$ cat config.mk
export PLATFORM = sky130hd
export DESIGN_NAME = dcache_memctrl
export DESIGN_NICKNAME = d
export VERILOG_FILES = /design/src/rtl/dcache_memctrl.sv
export SDC_FILE = /design/constraint.sdc
export NUM_CORES = 1
export LEC_CHECK = 0
export CORE_ASPECT_RATIO = 0.7
export CORE_MARGIN = 3
export CORE_UTILIZATION = 38
export CTS_CLUSTER_SIZE = 20
export DETAILED_ROUTE_END_ITERATION = 8
export PLACE_DENSITY = 0.86
export SYNTH_ARGS = -nofsm -noshare
export SYNTH_HDL_FRONTEND = slang
export SYNTH_SLANG_ARGS = --single-unit
$ cat constraint.sdc
create_clock -name clk -period 2.5 [get_ports clk]
set_clock_uncertainty 0.15 [all_clocks]
set_input_delay 0.5 -clock clk [delete_from_list [all_inputs] [get_ports clk]]
set_output_delay 0.5 -clock clk [all_outputs]
set_load 0.05 [all_outputs]
$ cat src/rtl/dcache_memctrl.sv
// Burst sequencer between the dcache memory port and a single-word memory bus.
// A line burst is split into CACHEWORDS word commands, starting at the requested
// word and wrapping within the line. Read returns are forwarded one cycle later.
module dcache_memctrl #(
    parameter int ADDRBITS      = 32,
    parameter int DATABITS      = 32,
    parameter int CACHEWORDS    = 32,
    parameter int CACHEADDRBITS = 5
) (
    input  logic                clk,
    input  logic                reset_n,
    input  logic [ADDRBITS-1:0] mem_addr,
    input  logic                mem_rdreq,
    input  logic                mem_wrreq,
    input  logic [DATABITS-1:0] mem_datain,
    output logic [DATABITS-1:0] mem_out,
    output logic                mem_valid,
    output logic                mem_wrack,
    output logic [15:0]         mem_burstlen,
    output logic                mem_busy,
    output logic                mem_done,
    output logic [ADDRBITS-1:0] ram_addr,
    output logic                ram_rdreq,
    output logic                ram_wrreq,
    output logic [DATABITS-1:0] ram_datain,
    input  logic                ram_ready,
    input  logic [DATABITS-1:0] ram_dataout,
    input  logic                ram_rdvalid
);

    typedef enum logic [2:0] {S_IDLE, S_RD, S_RDDRAIN, S_WR, S_DONE} state_e;

    localparam int HIBITS = ADDRBITS - CACHEADDRBITS - 2;
    localparam logic [CACHEADDRBITS:0] WORDS_C = (CACHEADDRBITS+1)'(CACHEWORDS);
    localparam logic [CACHEADDRBITS:0] LAST_C  = (CACHEADDRBITS+1)'(CACHEWORDS - 1);

    state_e                 state_q, state_d;
    logic [HIBITS-1:0]      hi_q, hi_d;
    logic [CACHEADDRBITS-1:0] idx_q, idx_d;
    logic [CACHEADDRBITS:0] iss_q, iss_d;
    logic [CACHEADDRBITS:0] ret_q, ret_d;
    logic [DATABITS-1:0]    out_q, out_d;
    logic                   valid_q, valid_d;
    logic                   ret_take;
    logic                   unused_addr_lsb;

    // Byte-offset bits of the request address carry no information for word bursts.
    assign unused_addr_lsb = ^mem_addr[1:0];

    // Next-state, address walk, counters and read-return capture.
    always_comb begin
        state_d  = state_q;
        hi_d     = hi_q;
        idx_d    = idx_q;
        iss_d    = iss_q;
        ret_d    = ret_q;
        out_d    = out_q;
        valid_d  = 1'b0;
        // Returns only count while a read burst is live and not yet complete;
        // anything else on ram_rdvalid is stale or spurious.
        ret_take = ((state_q == S_RD) || (state_q == S_RDDRAIN)) &&
                   ram_rdvalid && (ret_q != WORDS_C);
        if (ret_take) begin
            out_d   = ram_dataout;
            valid_d = 1'b1;
            ret_d   = ret_q + 1'b1;
        end
        case (state_q)
            S_IDLE: begin
                if (mem_wrreq || mem_rdreq) begin
                    hi_d    = mem_addr[ADDRBITS-1:CACHEADDRBITS+2];
                    idx_d   = mem_addr[CACHEADDRBITS+1:2];
                    iss_d   = '0;
                    ret_d   = '0;
                    // Write-back goes first so the fill cannot overwrite a dirty line.
                    state_d = mem_wrreq ? S_WR : S_RD;
                end
            end
            S_RD: begin
                if (ram_ready) begin
                    idx_d = idx_q + 1'b1;
                    iss_d = iss_q + 1'b1;
                    if (iss_q == LAST_C) begin
                        state_d = (ret_d == WORDS_C) ? S_DONE : S_RDDRAIN;
                    end
                end
            end
            S_RDDRAIN: begin
                if (ret_d == WORDS_C) begin
                    state_d = S_DONE;
                end
            end
            S_WR: begin
                if (ram_ready) begin
                    idx_d = idx_q + 1'b1;
                    iss_d = iss_q + 1'b1;
                    if (iss_q == LAST_C) begin
                        state_d = S_DONE;
                    end
                end
            end
            S_DONE:  state_d = S_IDLE;
            default: state_d = S_IDLE;
        endcase
    end

    // Control state and the output data register; reset abandons any burst.
    always_ff @(posedge clk) begin
        if (!reset_n) begin
            state_q <= S_IDLE;
            iss_q   <= '0;
            ret_q   <= '0;
            valid_q <= 1'b0;
            out_q   <= '0;
        end else begin
            state_q <= state_d;
            iss_q   <= iss_d;
            ret_q   <= ret_d;
            valid_q <= valid_d;
            out_q   <= out_d;
        end
    end

    // Latched line address; only observed while a command is driven.
    always_ff @(posedge clk) begin
        hi_q  <= hi_d;
        idx_q <= idx_d;
    end

    assign mem_busy     = (state_q != S_IDLE);
    assign mem_burstlen = mem_busy ? 16'(CACHEWORDS) : 16'd0;
    assign mem_done     = (state_q == S_DONE);
    assign ram_rdreq    = (state_q == S_RD);
    assign ram_wrreq    = (state_q == S_WR);
    assign ram_addr     = (ram_rdreq || ram_wrreq) ? {hi_q, idx_q, 2'b00} : '0;
    assign ram_datain   = ram_wrreq ? mem_datain : '0;
    assign mem_wrack    = ram_wrreq & ram_ready;
    assign mem_out      = out_q;
    assign mem_valid    = valid_q;

endmodule

# After elaboration in Yosys (flattened, before gate mapping)
# Cells that the tools add are included.
# word_totals
reg_bits	78
input_bits	102
elab_cells	59
out_inout_bits	118
# classes
n_addsub	3
eq_ne	14
muxes	22
n_bitwise	1
n_reduce_logical	12
# op_table
op	n
$mux 32	2
$mux 6	6
$mux 3	7
$add 6x1->6 const B	2
$ne 2x1->1 const B	6
$pmux 3 s4	1
$pmux 6 s2	1
$mux 5	2
$pmux 5 s2	1
$eq 3x2->1 const B	2
$eq 6x5->1 const B	1
$eq 6x6->1 const B	1
$ne 6x6->1 const B	1
$reduce_and 6->1	1
$add 5x1->5 const B	1
$eq 3x1->1 const B	1
$eq 3x3->1 const B	1
$logic_not 3->1	1
$logic_or 1x1->1	3
$reduce_and 3->1	1
$reduce_bool 3->1	1
$logic_and 1x1->1	2
$mux 2	1
$ne 2x2->1 const B	1
other kinds (5)	5

# Longest topological paths before layout
# depth
word_depth	10
mapped_depth	8
ltp_nobuf	7

# Worst setup path after synthesis
# OpenSTA, ideal clock, no wires.
# synth_timing
kind	register to register
startpoint	register state_q[2]
endpoint	register hi_q[0], enable pin
path_slack_ps	-56
n_path_buf	1
period_less_slack_ps	2556
stages_incl_launch_ff	5
required_time_ps	1970
arrival_time_ps	2026
setup_ps	380
cell_sequence	dfxtp_1 > clkbuf_1 > or3_1 > or2_2 > inv_1
# synth_via
elab_chain_len	2
# synth_lines
element	line_no	text
from (decl)	37	state_e state_q, state_d;
from (signal assigned)	116	state_q <= state_d;
$logic_not 3->1	68	case (state_q)
$reduce_and 2->1 (no line)	-	
to (signal assigned)	126	hi_q <= hi_d;
to (decl)	38	logic [HIBITS-1:0] hi_q, hi_d;
# Every way passes these cells.
# A chain may end at the register's enable or synchronous reset.

# Worst setup path in the final report
# layout_timing
startpoint	register state_q[0]
endpoint	output port ram_datain[17]
# layout_via
elab_chain_len	2
# layout_lines
element	line_no	text
$eq 3x2->1	134	assign ram_wrreq = (state_q == S_WR);
$mux 32	136	assign ram_datain = ram_wrreq ? mem_datain : '0;
to (decl)	25	output logic [DATABITS-1:0] ram_datain,
# Every way passes these cells.

==> run metrics <==
outcome=finished clean; Final Hold Fails=0; maximum clock frequency=422 MHz; HPWL reported at the end of detailed placement=8950 µm; Data required, critical path=1.85 ns; highest net fanout along the worst path=49; Layout area overhead=82.1%; Register-to-Register Setup Slack=0.44 ns; Crit Reg-Reg Endpoint=hi_q[14]; effective utilization at floorplan=39.7%; DR WL met2=6020 µm; net switching component of the power=1680 µW; synthesized flop and latch total=78; relative contribution of sequential cells to total power=34.1%; ordered list of cells on the worst path=nor2b_4 > buf_12 > and3_1 > buf_12; depth of the worst register-to-register path=3; maximum vdd ir drop=0.000416 V; transition time at the pin with the least slew margin=0.532 ns; fill cell total of the finished layout=622; clock tree from TritonCTS=built; highest routing layer actually used=met4; input/output buffers=200; internal power summed over all cells=2950 µW; area of the multi-input gates=1620 µm²; layout cells sized above 1=17.4%; share of Yosys cell area claimed by the top area cell type=26.1%; RSZ-0062 raised after global routing=false; Clock Pin Slew Worst Setup and Hold Paths=0.06 ns; Critical Path Most Common Cell=buf_12; Met1 Routed Length=4000 µm; fraction of the cycle the final worst path needs=94.7%; aggregate negative setup slack=0 ns; Critical Path Start=state_q[0]; post-CTS repair timing setup buffer count=0; initial drt markers=103; antenna viol nets, final=0; critical register-to-register path startpoint=state_q[2]; horizontal die dimension=124 µm; final weighted congestion in routability-driven placement=0.837; wire length of the first global-routing pass=17100 µm; overall fraction of global-route tracks in use=20.3%; Yosys top cell by area=dfxtp_1; launching element type of the critical path=flop; latest clock arrival within the worst-skew pair=0.32 ns; placed cell area=6410 µm²; worst-case setup margin in the final layout=0.133 ns; routed vias=3392; Core ar.=9250 µm²; area of the die=10900 µm²; Slew HR=64.4%; fin crit period=2.37 ns; clock sink count=78; Netlist Area Pre-Place=3670 µm²; number of remaining DRC errors=0; number of flops mapped to enable cells by yosys=30; total power of the final layout=4630 µW; total of warnings raised by yosys=0; cell type of the slowest stage on the worst timing path=dfxtp_2; fraction of power spent switching nets=36.3%; Top delay family on crit path=simple AND/OR/NAND/NOR gates; Boundary Pins=220; max-slew violation count=0; H-Tree Depth=3; number of antenna violations at the first check in global routing=0; Clock Path Buffers=2; Syn Area/Cell=9.45 µm²; async set-or-reset flop fraction in the synthesized netlist=0%; stage delay of the slowest cell on the critical path=0.49 ns; buffering stage count on the worst path with inverters included=2; Crit Path Class=flop to output pin; type of the worst min-delay path=flop to flop; First-pass DRT Iterations=4; number of vias per cell=4.77; CTS Root Cell=clkbuf_16; number of instances in the synthesized netlist=389; fraction of the yosys area taken by sequential cells=50.7%; unique cell type count in the Yosys netlist=40; final instance area=6690 µm²; clock share of power=25.6%; share of total power in combinational logic=40.4%; total met3 wirelength after detailed routing=1130 µm; hold buffer count at cts=0; die height=88.3 µm; Core Rows=29; critical path depth=4; Worst Setup EP=ram_datain[17]; final routed wirelength across all metal layers=11300 µm; via count of the first global-routing pass=3427; pre-CTS setup slack=0.150 ns; routed len/inst=16.0 µm; residual overflow from global routing=0; pin count of the biggest net entering global routing=50; number of endpoints failing setup at the final stage=0; final standard cell utilization of the core=72.3%; endpoint kind of the worst setup timing path=output pin; number of maximum-capacitance constraint violations=0; most frequently used flop master after synthesis=dfxtp_1; power density normalized to cell area=692 nW/µm²; arrival time at the worst endpoint=1.72 ns; Pleak=0.00262 µW; Area contributors post-synth=dfxtp_1, edfxtp_1, nand2_1; register cell area after layout=1860 µm²; number of antenna diodes=0; clock buffer count from CTS=9; Net count, final=688
==> worst min-delay path, cell delays in order (launching register included) <==
cell	delay, ns
dfxtp_1	0.31
nand2_1	0.05
a21boi_0	0.06
==> metrics by stage <==
stage                     hold slack, ns  cells
after detailed placement           0.307    695
final                              0.311    711
after floorplan                    0.323    405
after CTS                          0.316    711
after global placement             0.298    695
after global routing               0.334    711
==> layer usage <==
layer  track usage [%]  up-vias
li1                  -     1657
met1              20.9     1572
met2              38.2      150
met3              7.48       13
met4              6.73        0
met5                 0        -
==> logic make-up (layout without fill, tap and decap cells) <==
| logic type | Yosys count | in the layout | synth area share (%) |
|---|---|---|---|
| flip-flops | 78 | 78 | 50.7 |
| multiplexers | 4 | 4 | 1.12 |
| XOR/XNOR | 14 | 14 | 3.54 |
| AO/OA/AOI/OAI | 47 | 47 | 9.67 |
| other | 1 | 17 | 0.102 |
| buffers and inverters | 48 | 230 | 6.98 |
| AND/OR/NAND/NOR | 193 | 193 | 26.6 |
| adder cells (fa/ha/maj) | 4 | 4 | 1.36 |
==> layout by cell type (no fill, tap or decap), types with 2 or more instances in the layout <==
master / n
clkinv_4: 2
inv_1: 4
clkinvlp_4: 3
clkbuf_16: 9
nor2b_1: 3
buf_4: 9
a21boi_0: 34
nor3b_1: 2
xor2_1: 3
mux2i_1: 3
xnor2_1: 10
dfxtp_1: 46
nand3_1: 7
and2_1: 32
nor2_1: 20
nor3_1: 4
and3_1: 34
o21ai_0: 2
ha_1: 4
clkdlybuf4s50_1: 132
buf_12: 68
a21oi_1: 5
nand2_1: 80
conb_1: 17
edfxtp_1: 30
dfxtp_2: 2
==> worst min path at each step <==
stage / startpoint / to / slack (ns) / cells after the start
4_1_cts: mem_out[17] / mem_out[17] / 0.32 / 2
3_5_place_dp: mem_out[17] / mem_out[17] / 0.31 / 2
5_1_grt: mem_out[17] / mem_out[17] / 0.33 / 2
6_report: mem_out[5] / mem_out[5] / 0.31 / 2
3_3_place_gp: mem_out[31] / mem_out[31] / 0.30 / 2
2_1_floorplan: iss_q[1] / iss_q[1] / 0.32 / 2
==> registers in the layout, indices dropped and copies added, names as in the netlist <==
signal	count
mem_valid	1
hi_q	25
ret_q	6
idx_q	5
iss_q	6
state_q	3
mem_out	32
==> synth_stat cells (all sizes together), types with 5 or more instances <==
cell    count
inv         5
a21boi     34
nor2       20
a21oi       5
xnor2      10
buf        23
clkbuf     20
nand3       7
and3       34
and2       32
edfxtp     30
nand2      80
dfxtp      48
==> power groups by stage <==
stage | combinational (µW) | sequential, µW | clock, µW
3_5_place_dp | 1880 | 1600 | 0
2_1_floorplan | 859 | 1780 | 0
3_3_place_gp | 1840 | 1590 | 0
5_1_grt | 1970 | 1600 | 1280
4_1_cts | 1880 | 1580 | 1210
6_report | 1870 | 1580 | 1190
==> timing repair <==
action / CTS / global route
endpoints found under the setup margin: 17 / 1
pin swaps: 0 / 0
gates resized for setup: 1 / 1
==> cell type report <==
type                            count  area share [%]
Tap cell                          124            2.32
Multi-Input combinational cell    279            24.3
Sequential cell                    78            27.9
Inverter                            5           0.337
Timing Repair Buffer              209            41.1
Clock buffer                        9            3.37
Clock inverter                      7           0.748
(Power assumes the default switching activity.)
